==> src/rtl/vga_pkg.sv <==
// Shared VGA raster constants and types. The monitor's lock criteria and state
// encoding live here so that generators and checkers agree on the same geometry.
package vga_pkg;

  // Compact raster geometry: total clocks per line and total lines per frame.
  localparam int H_MAX = 10;
  localparam int V_MAX = 6;

  localparam int LOCK_FRAMES = 2;
  localparam int H_TIMEOUT   = 2 * H_MAX;
  localparam int V_TIMEOUT   = 2 * V_MAX;

  localparam int CNT_W   = 12;
  localparam int TOTAL_W = 11;
  localparam int ERR_W   = 8;
  localparam int GOOD_W  = 2;

  typedef logic [CNT_W-1:0]   cnt_t;
  typedef logic [TOTAL_W-1:0] total_t;
  typedef logic [ERR_W-1:0]   err_cnt_t;
  typedef logic [GOOD_W-1:0]  good_cnt_t;

  typedef enum logic [1:0] {
    SEARCH  = 2'd0,
    MEASURE = 2'd1,
    LOCKED  = 2'd2
  } mon_state_t;

  // Measured lengths are reported on a narrower bus; clamp rather than wrap.
  function automatic total_t clamp_total(input cnt_t v);
    return (v > cnt_t'(2 ** TOTAL_W - 1)) ? '1 : v[TOTAL_W-1:0];
  endfunction

  function automatic err_cnt_t sat_inc(input err_cnt_t v);
    return (v == '1) ? v : v + err_cnt_t'(1);
  endfunction

endpackage

==> src/rtl/vga_if.sv <==
// VGA timing stream bundle: sync strobes plus display-enable.
interface vga_if;
  logic hsync;
  logic vsync;
  logic de;

  modport out (output hsync, vsync, de);
  modport in  (input  hsync, vsync, de);
endinterface

==> src/rtl/sync_edge_det.sv <==
// Rising-edge detector for a sync strobe. The first cycle after reset only
// captures the level, so a strobe already high at reset release is not an edge.
module sync_edge_det (
  input  logic clk,
  input  logic rst_n,
  input  logic sig,
  output logic rise
);

  logic sig_q;
  logic armed;

  // NOTE: state registers use non-blocking assignments and an async reset so every flop clears together.
  always_ff @(posedge clk or negedge rst_n) begin
    if (!rst_n) begin
      sig_q <= 1'b0;
      armed <= 1'b0;
    end else begin
      sig_q <= sig;
      armed <= 1'b1;
    end
  end

  assign rise = armed & sig & ~sig_q;

endmodule

==> src/rtl/vga_timing_monitor.sv <==
// Watches hsync/vsync, measures line and frame lengths, and declares lock after
// consecutive clean frames; counts lock losses and flags each with a pulse.
module vga_timing_monitor
  import vga_pkg::*;
(
  input  logic               clk,
  input  logic               rst_n,
  vga_if.in                  vga_in,
  output logic               locked,
  output logic               frame_err,
  output logic [TOTAL_W-1:0] h_total,
  output logic [TOTAL_W-1:0] v_total,
  output logic [ERR_W-1:0]   err_count
);

  localparam cnt_t      H_LEN     = cnt_t'(H_MAX);
  localparam cnt_t      V_LEN     = cnt_t'(V_MAX);
  localparam cnt_t      H_TO      = cnt_t'(H_TIMEOUT);
  localparam cnt_t      V_TO      = cnt_t'(V_TIMEOUT);
  localparam good_cnt_t LOCK_LAST = good_cnt_t'(LOCK_FRAMES - 1);

  logic       hs_rise;
  logic       vs_rise;
  cnt_t       hcnt;
  cnt_t       vlines;
  cnt_t       last_len;
  mon_state_t state;
  good_cnt_t  good_cnt;
  logic       line_bad;

  cnt_t line_len;
  cnt_t frame_len;
  cnt_t meas_line;
  logic timeout;
  logic line_err;
  logic frame_len_err;
  logic frame_bad;

  sync_edge_det u_hs_edge (
    .clk  (clk),
    .rst_n(rst_n),
    .sig  (vga_in.hsync),
    .rise (hs_rise)
  );

  sync_edge_det u_vs_edge (
    .clk  (clk),
    .rst_n(rst_n),
    .sig  (vga_in.vsync),
    .rise (vs_rise)
  );

  // A line ends on the hsync edge itself, so the edge cycle is part of its length.
  assign line_len      = hcnt + cnt_t'(1);
  assign frame_len     = vlines + cnt_t'(hs_rise);
  assign meas_line     = hs_rise ? line_len : last_len;
  assign timeout       = (hcnt == H_TO) || (vlines == V_TO);
  assign line_err      = hs_rise && (line_len != H_LEN);
  assign frame_len_err = (frame_len != V_LEN);
  assign frame_bad     = line_bad || line_err || frame_len_err;

  always_ff @(posedge clk or negedge rst_n) begin
    if (!rst_n) begin
      hcnt     <= '0;
      vlines   <= '0;
      last_len <= '0;
    end else begin
      if (timeout) begin
        hcnt   <= '0;
        vlines <= '0;
      end else begin
        hcnt <= hs_rise ? '0 : hcnt + cnt_t'(1);
        if (vs_rise)
          vlines <= '0;
        else if (hs_rise)
          vlines <= vlines + cnt_t'(1);
      end
      if (hs_rise)
        last_len <= line_len;
    end
  end

  always_ff @(posedge clk or negedge rst_n) begin
    if (!rst_n) begin
      state     <= SEARCH;
      good_cnt  <= '0;
      line_bad  <= 1'b0;
      locked    <= 1'b0;
      frame_err <= 1'b0;
      h_total   <= '0;
      v_total   <= '0;
      err_count <= '0;
    end else begin
      // NOTE: frame_err defaults low every cycle so any branch that sets it yields a single-cycle pulse.
      frame_err <= 1'b0;
      if (timeout) begin
        if (state == LOCKED) begin
          frame_err <= 1'b1;
          err_count <= sat_inc(err_count);
        end
        state    <= SEARCH;
        good_cnt <= '0;
        line_bad <= 1'b0;
        locked   <= 1'b0;
      end else begin
        case (state)
          SEARCH: begin
            locked   <= 1'b0;
            good_cnt <= '0;
            if (vs_rise) begin
              state    <= MEASURE;
              line_bad <= 1'b0;
            end
          end

          MEASURE: begin
            if (vs_rise) begin
              h_total  <= clamp_total(meas_line);
              v_total  <= clamp_total(frame_len);
              line_bad <= 1'b0;
              if (frame_bad) begin
                good_cnt <= '0;
              end else if (good_cnt == LOCK_LAST) begin
                good_cnt <= good_cnt + good_cnt_t'(1);
                state    <= LOCKED;
                locked   <= 1'b1;
              end else begin
                good_cnt <= good_cnt + good_cnt_t'(1);
              end
            end else if (line_err) begin
              line_bad <= 1'b1;
            end
          end

          LOCKED: begin
            if (vs_rise) begin
              h_total <= clamp_total(meas_line);
              v_total <= clamp_total(frame_len);
            end
            // A bad line mid-frame taints the rest of that frame; at a frame
            // boundary the next frame starts clean.
            if (line_err || (vs_rise && frame_len_err)) begin
              frame_err <= 1'b1;
              err_count <= sat_inc(err_count);
              locked    <= 1'b0;
              state     <= MEASURE;
              good_cnt  <= '0;
              line_bad  <= ~vs_rise;
            end
          end

          default: begin
            state  <= SEARCH;
            locked <= 1'b0;
          end
        endcase
      end
    end
  end

endmodule
==> src/flat_wrapper.sv <==
// flat-port wrapper written by rule: the top's interface ports become plain ports
module vga_timing_monitor_flat import vga_pkg::*;
  (clk, rst_n, locked, frame_err, h_total, v_total, err_count, vga_in_hsync, vga_in_vsync, vga_in_de);
  vga_if vga_in_i ();
  input  logic clk;
  input  logic rst_n;
  output logic locked;
  output logic frame_err;
  output logic [TOTAL_W-1:0] h_total;
  output logic [TOTAL_W-1:0] v_total;
  output logic [ERR_W-1:0] err_count;
  input wire logic [$bits(vga_in_i.hsync)-1:0] vga_in_hsync;
  input wire logic [$bits(vga_in_i.vsync)-1:0] vga_in_vsync;
  input wire logic [$bits(vga_in_i.de)-1:0] vga_in_de;
  assign vga_in_i.hsync = vga_in_hsync;
  assign vga_in_i.vsync = vga_in_vsync;
  assign vga_in_i.de = vga_in_de;
  vga_timing_monitor u_core (.clk(clk), .rst_n(rst_n), .vga_in(vga_in_i), .locked(locked), .frame_err(frame_err), .h_total(h_total), .v_total(v_total), .err_count(err_count));
endmodule
==> config.mk <==
export PLATFORM = sky130hd
export DESIGN_NAME = vga_timing_monitor_flat
export DESIGN_NICKNAME = d
export VERILOG_FILES = /design/src/rtl/vga_pkg.sv /design/src/rtl/vga_if.sv /design/src/rtl/sync_edge_det.sv /design/src/rtl/vga_timing_monitor.sv /design/src/flat_wrapper.sv
export SDC_FILE = /design/constraint.sdc
export NUM_CORES = 1
export LEC_CHECK = 0
export ABC_AREA = 1
export BUFFER_PORTS_ARGS = -buffer_cell sky130_fd_sc_hd__buf_2
export CAP_MARGIN = 20
export CORE_ASPECT_RATIO = 0.9
export CORE_MARGIN = 5
export CORE_UTILIZATION = 40
export CTS_BUF_LIST = sky130_fd_sc_hd__clkbuf_4 sky130_fd_sc_hd__clkbuf_8
export CTS_CLUSTER_SIZE = 24
export DETAILED_ROUTE_END_ITERATION = 10
export PLACE_DENSITY = 0.67
export SKIP_CTS_REPAIR_TIMING = 1
export SYNTH_ARGS = -nofsm -noshare
export SYNTH_HDL_FRONTEND = slang
export SYNTH_SLANG_ARGS = --single-unit
export TNS_END_PERCENT = 1
==> constraint.sdc <==
create_clock -name clk -period 4 [get_ports clk]
set_clock_uncertainty 0.1 [all_clocks]
set_input_delay 0.8 -clock clk [delete_from_list [all_inputs] [get_ports clk]]
set_output_delay 0.8 -clock clk [all_outputs]
set_load 0.1 [all_outputs]
# Yosys cells after proc, flatten, opt, wreduce, memory -nomap -nowiden
# Index checks and enable logic that the tools add are counted.
# W data, S select, Z words.
[op_classes]
addsub = 5
mul = 0
n_div = 0
order_cmp = 2
n_eq_ne = 14
shifts = 0
mux = 41
bitwise_logic = 8
n_reduce_logical = 17
[ops]
columns = ["cell", "count"]
rows = [
  ["$mux W12", 6],
  ["$mux W8", 5],
  ["$add A12 B1 Y12 const B", 2],
  ["$gt A12 B11 Y1 const B", 2],
  ["$mux W11", 2],
  ["$mux W2", 10],
  ["$mux W1", 14],
  ["$add A12 B1 Y12", 1],
  ["$eq A12 B4 Y1 const B", 1],
  ["$eq A12 B5 Y1 const B", 1],
  ["$ne A12 B3 Y1 const B", 1],
  ["$ne A12 B4 Y1 const B", 1],
  ["$pmux W2 S3", 2],
  ["$ne A3 B1 Y1 const B", 3],
  ["$add A8 B1 Y8 const B", 1],
  ["$eq A8 B8 Y1 const B", 1],
  ["$reduce_and A4 Y1", 2],
  ["$ne A3 B2 Y1 const B", 2],
  ["$reduce_and A3 Y1", 2],
  ["$reduce_and A5 Y1", 1],
  ["$and A1 B1 Y1", 4],
  ["$eq A2 B1 Y1 const B", 2],
  ["$logic_or A1 B1 Y1", 4],
  ["$ne A4 B1 Y1 const B", 1],
  ["other kinds (12)", 16],
]
[totals]
reg_bits = 76
latch_bits = 0
mem_bits_rw = 0
romBits = 0
input_bits = 5
out_inout_bits = 32
mem_count = 0

# Depth between registers and ports, before layout
[depth]
ltp_word = 9
ltp_mapped = 20

# Cells and area by module
# Synthesis repeated with hierarchy kept, for this count alone.
[hier_totals]
cells_unflattened = 528
hier_area_um2 = 4359.2
[modules_own_cells]
columns = ["module", "n_inst", "cells_each", "area_each_um2"]
rows = [
  ["vga_timing_monitor", 1, 518, 4231.6],
  ["sync_edge_det", 2, 5, 63.8],
]

# Least setup slack after synthesis
# No wires, ideal clock.
[synth_timing]
kind = "in2reg"
start = "in vga_in_hsync"
end = "reg u_core.err_count[4]"
setup_ps = 163
t_arrival_ps = 2963
required_time_ps = 3737
slack_ps = 774
path_stages = 17
path_buffers = 1
cell_sequence = "inv_1 nor3_4 clkbuf_1 ha_1 ha_1 inv_1 nor2_1 nand3_2 nand2_2 nand2_1 nor2_2 nand4_2 nand2_4 nand2_4 nand2_4 nor2_2 xor2_1"
[synth_via]
elab_chain_len = 8
word_cells_on_any_way = 9
classes_between = "add/sub: 1; eq/ne: 1; bitwise: 2; reduce/logical: 5"
[synth_rtl]
columns = ["element", "line", "source"]
rows = [
  ["from (decl)", "flat_wrapper.sv:12", "input wire logic [$bits(vga_in_i.hsync)-1:0] vga_in_hsync;"],
  ["$and A1 B1 Y1 * (2 in series)", "sync_edge_det.sv:24", "assign rise = armed & sig & ~sig_q;"],
  ["$add A12 B1 Y12", "vga_timing_monitor.sv:55", "assign frame_len = vlines + cnt_t'(hs_rise);"],
  ["$ne A12 B3 Y1", "vga_timing_monitor.sv:59", "assign frame_len_err = (frame_len != V_LEN);"],
  ["$logic_and A1 B1 Y1", "vga_timing_monitor.sv:142", "if (line_err || (vs_rise && frame_len_err)) begin"],
  ["$logic_or A1 B1 Y1 *", "vga_timing_monitor.sv:142", ""],
  ["$reduce_bool A2 Y1 (no source line) *", "-", ""],
  ["$reduce_and A2 Y1 (no source line) *", "-", ""],
  ["to (signal assigned)", "vga_timing_monitor.sv:99", "err_count <= sat_inc(err_count);"],
  ["to (signal assigned)", "vga_timing_monitor.sv:144", "err_count <= sat_inc(err_count);"],
  ["to (decl)", "vga_timing_monitor.sv:13", "output logic [ERR_W-1:0] err_count"],
]
# Mark *: on every way between the ends. The rest lies on a longest branch, timed or not.
# A chain may end at the register's enable or synchronous reset.

# Worst setup path after layout
[layout_timing]
start = "in vga_in_hsync"
end = "reg u_core.state[1]"
[layout_via]
elab_chain_len = 8
word_cells_on_any_way = 12
classes_between = "add/sub: 1; eq/ne: 3; bitwise: 2; reduce/logical: 6"
[layout_rtl]
columns = ["element", "line", "source"]
rows = [
  ["$and A1 B1 Y1 * (2 in series)", "sync_edge_det.sv:24", ""],
  ["$add A12 B1 Y12", "vga_timing_monitor.sv:55", ""],
  ["$ne A12 B3 Y1", "vga_timing_monitor.sv:59", ""],
  ["$logic_and A1 B1 Y1", "vga_timing_monitor.sv:142", ""],
  ["$logic_or A1 B1 Y1", "vga_timing_monitor.sv:142", ""],
  ["$ne A3 B2 Y1 (no source line)", "-", ""],
  ["$reduce_and A5 Y1 (no source line) *", "-", ""],
  ["to (signal assigned)", "vga_timing_monitor.sv:125", "state <= LOCKED;"],
  ["to (signal assigned)", "vga_timing_monitor.sv:146", "state <= MEASURE;"],
  ["to (signal assigned)", "vga_timing_monitor.sv:153", "state <= SEARCH;"],
  ["to (decl)", "vga_timing_monitor.sv:27", "mon_state_t state;"],
]
# Marks and branches as above.

==> metrics.md <==
| Metric | Value |
|---|---|
| Max_slew headroom | `36.1%` |
| Worst Min Path Start | `u_core.v_total[1]` |
| Pwr dens | `717 mW/mm²` |
| Layout cell share with drive strength beyond 1 | `17.8%` |
| TNS Setup | `0 ns` |
| Skew-Pair Late Insertion Delay | `0.35 ns` |
| Num CTS Buffers | `9` |
| Detailed-routed wire length on met3 | `417 µm` |
| Clock Sinks | `76` |
| Met1 wire length | `4.55 mm` |
| Antenna Violating Nets Remaining | `0` |
| Drt first pass iters | `5` |
| Final Max Tran Viols | `0` |
| Max frequency | `0.346 GHz` |
| DR vias | `3392` |
| Routability cong. | `0.850` |
| Commonest non-fill, non-tap cell in the layout | `nand2_1` |
| Register area share after synthesis | `45.3%` |
| Worst Reg2Reg Path Length in Cells | `16` |
| Top post-synthesis cells by area | `dfrtp_1 (45%), nand2_1 (9.8%), inv_1 (6.3%)` |
| Area grow syn2layout | `11.2%` |
| Clock slew at reported path FFs | `0.09 ns` |
| Worst reg-to-reg setup slack | `1.25 ns` |
| Worst flop-to-flop path startpoint | `u_core.u_hs_edge.sig_q` |
| Fin nets | `571` |
| DIE WIDTH | `118 µm` |
| Tightest Pin Transition | `0.959 ns` |
| Final setup viols | `0` |
| Cell area after synthesis | `0.00420 mm²` |
| Max-Cap Viols | `0` |
| CTS tree | `yes` |
| WHS Path Cells | `2` |
| Worst setup EP type | `flip-flop` |
| Minimum clock period | `2.89 ns` |
| Total grt overflow | `0` |
| Total GRT Usage | `14.9%` |
| Top layer in use | `met4` |
| Clk buf depth | `2` |
| Vias/cell | `4.94` |
| Initial Utilization | `40.9%` |
| Synth area leader | `dfrtp_1` |
| Vias in the first global route | `3224` |
| First-pass GRT wire length | `15.6 mm` |
| Routed WL | `9.09 mm` |
| Tot Pwr | `3.35 mW` |
| Core area | `0.0102 mm²` |
| Leak | `2.33 nW` |
| Initial DRC Count | `228` |
| Die area | `0.0126 mm²` |
| Crit-path max FO | `5` |
| PortBufs | `35` |
| Status | `completed` |
| RR Endpoint | `u_core.state[1]` |
| Period utilization | `72.3%` |
| Die height | `107 µm` |
| Fin. Hold Viols | `0` |
| Metal2 WL | `4.01 mm` |
| Worst Hold End | `u_core.v_total[1]` |
| H-tree Lvls | `3` |
| Ys Warns | `0` |
| Peak supply drop | `636 µV` |
| RSZ-0062 raised after global routing | `no` |
| Crit path launch type | `primary input` |
| CP Class | `in2reg` |
| Average size of a mapped cell | `8.13 µm²` |
| Crit path DAT | `3.04 ns` |
| HP Class | `reg2reg` |
| Post-synthesis cell type count | `39` |
| Root Buffer | `clkbuf_8` |
| #FFs+latches synth | `76` |
| Syn nets | `535` |
| # DRC | `0` |
| Post-DP HPWL | `6.58 mm` |
| # diodes | `0` |
| Yosys top cell area share | `45.3%` |
| Synth Instances | `516` |
| IO Count | `37` |
| Row count | `35` |
| Initial antenna violation count | `0` |
| Avg WL per Cell | `13.2 µm` |
| Largest net degree at the start of global routing | `77` |
| Commonest non-fill, non-tap cells in the layout | `nand2_1 (110), dfrtp_1 (76), inv_1 (70)` |
| Required time worst endpoint | `4.15 ns` |
[state kept, by name (all words and copies together), names as in the netlist, 2 cells and up]
name,cells
u_core.h_total,11
u_core.err_count,8
u_core.last_len,12
u_core.state,2
u_core.hcnt,12
u_core.vlines,12
u_core.good_cnt,2
u_core.v_total,11
[how the worst max path moves through the flow]
stage,endpoint,slack [ns],startpoint
2_1_floorplan,u_core.err_count[4],0.77,vga_in_hsync
3_3_place_gp,u_core.state[1],0.82,vga_in_hsync
3_5_place_dp,u_core.state[0],0.77,vga_in_hsync
4_1_cts,u_core.state[1],1.15,vga_in_hsync
5_1_grt,u_core.state[1],0.93,vga_in_hsync
6_report,u_core.state[1],1.11,vga_in_hsync
[per-layer routing]
layer	global-route usage, %	up-vias
met5	0	-
met4	4.50	0
met3	3.22	8
met2	22.7	71
met1	21.3	1586
li1	-	1727
[Yosys cell counts, drive strengths merged]
cell type,count
nand2,125
xnor2,3
a31oi,19
a211oi,1
nand3b,1
buf,7
a21oi,10
nor4,2
or2,4
conb,1
o21ai,26
xor2,5
and3,1
nor3,16
inv,73
dfrtp,76
ha,14
o211a,1
nor2,71
clkinv,2
nand3,37
nand4,14
clkbuf,5
nor3b,1
o21bai,1
[through the flow]
| stage | utilization, % | worst slack, ns | hold slack [ns] | cell area (µm²) | std cells |
|---|---|---|---|---|---|
| detailed placement | 43.8 | 0.773 | 0.366 | 4480 | 670 |
| global placement | 43.8 | 0.820 | 0.362 | 4480 | 670 |
| global route | 45.5 | 0.931 | 0.409 | 4670 | 686 |
| finish | 45.5 | 1.11 | 0.379 | 4670 | 686 |
| CTS | 45.5 | 1.15 | 0.387 | 4670 | 686 |
| floorplan | - | 0.774 | 0.354 | 4200 | 516 |
[area by class of cell]
type | count | area (µm²)
timing repair buffer | 37 | 193
tap | 129 | 161
inverter | 75 | 282
clock inverter | 7 | 58.8
clock buffer | 9 | 124
sequential | 76 | 1900
fill | 1026 | 5580
multi-input combinational | 353 | 1950
[cells by family after synthesis]
kind of cell | Yosys count | synth area share, %
XOR/XNOR | 8 | 1.67
flip-flops | 76 | 45.3
other | 1 | 0.0894
buffers and inverters | 87 | 8.38
adder cells (fa/ha/maj) | 14 | 4.18
AO/OA/AOI/OAI | 58 | 7.81
AND/OR/NAND/NOR | 272 | 32.5
[power by group]
group	internal, mW	leakage, nW	total (mW)	switching [mW]
Clock	0.235	0.0921	0.557	0.322
Combinational	0.325	1.28	1.68	1.35
Sequential	0.969	0.952	1.11	0.144
[worst max-delay path, cell delays in order]
cell and delay, ns:
buf_2 0.08, inv_1 0.05, nor3_4 0.20, ha_1 0.27, ha_1 0.24, inv_1 0.08
nor2_1 0.18, nand3_2 0.10, nand2_2 0.10, nand2_1 0.07, nor2_2 0.19, nand3_1 0.12
nor2_2 0.12, nand3_1 0.10, nand2_2 0.11, nand4_2 0.10, nand2_1 0.07, nand2_1 0.05
Power figures use the tool's default switching activity.
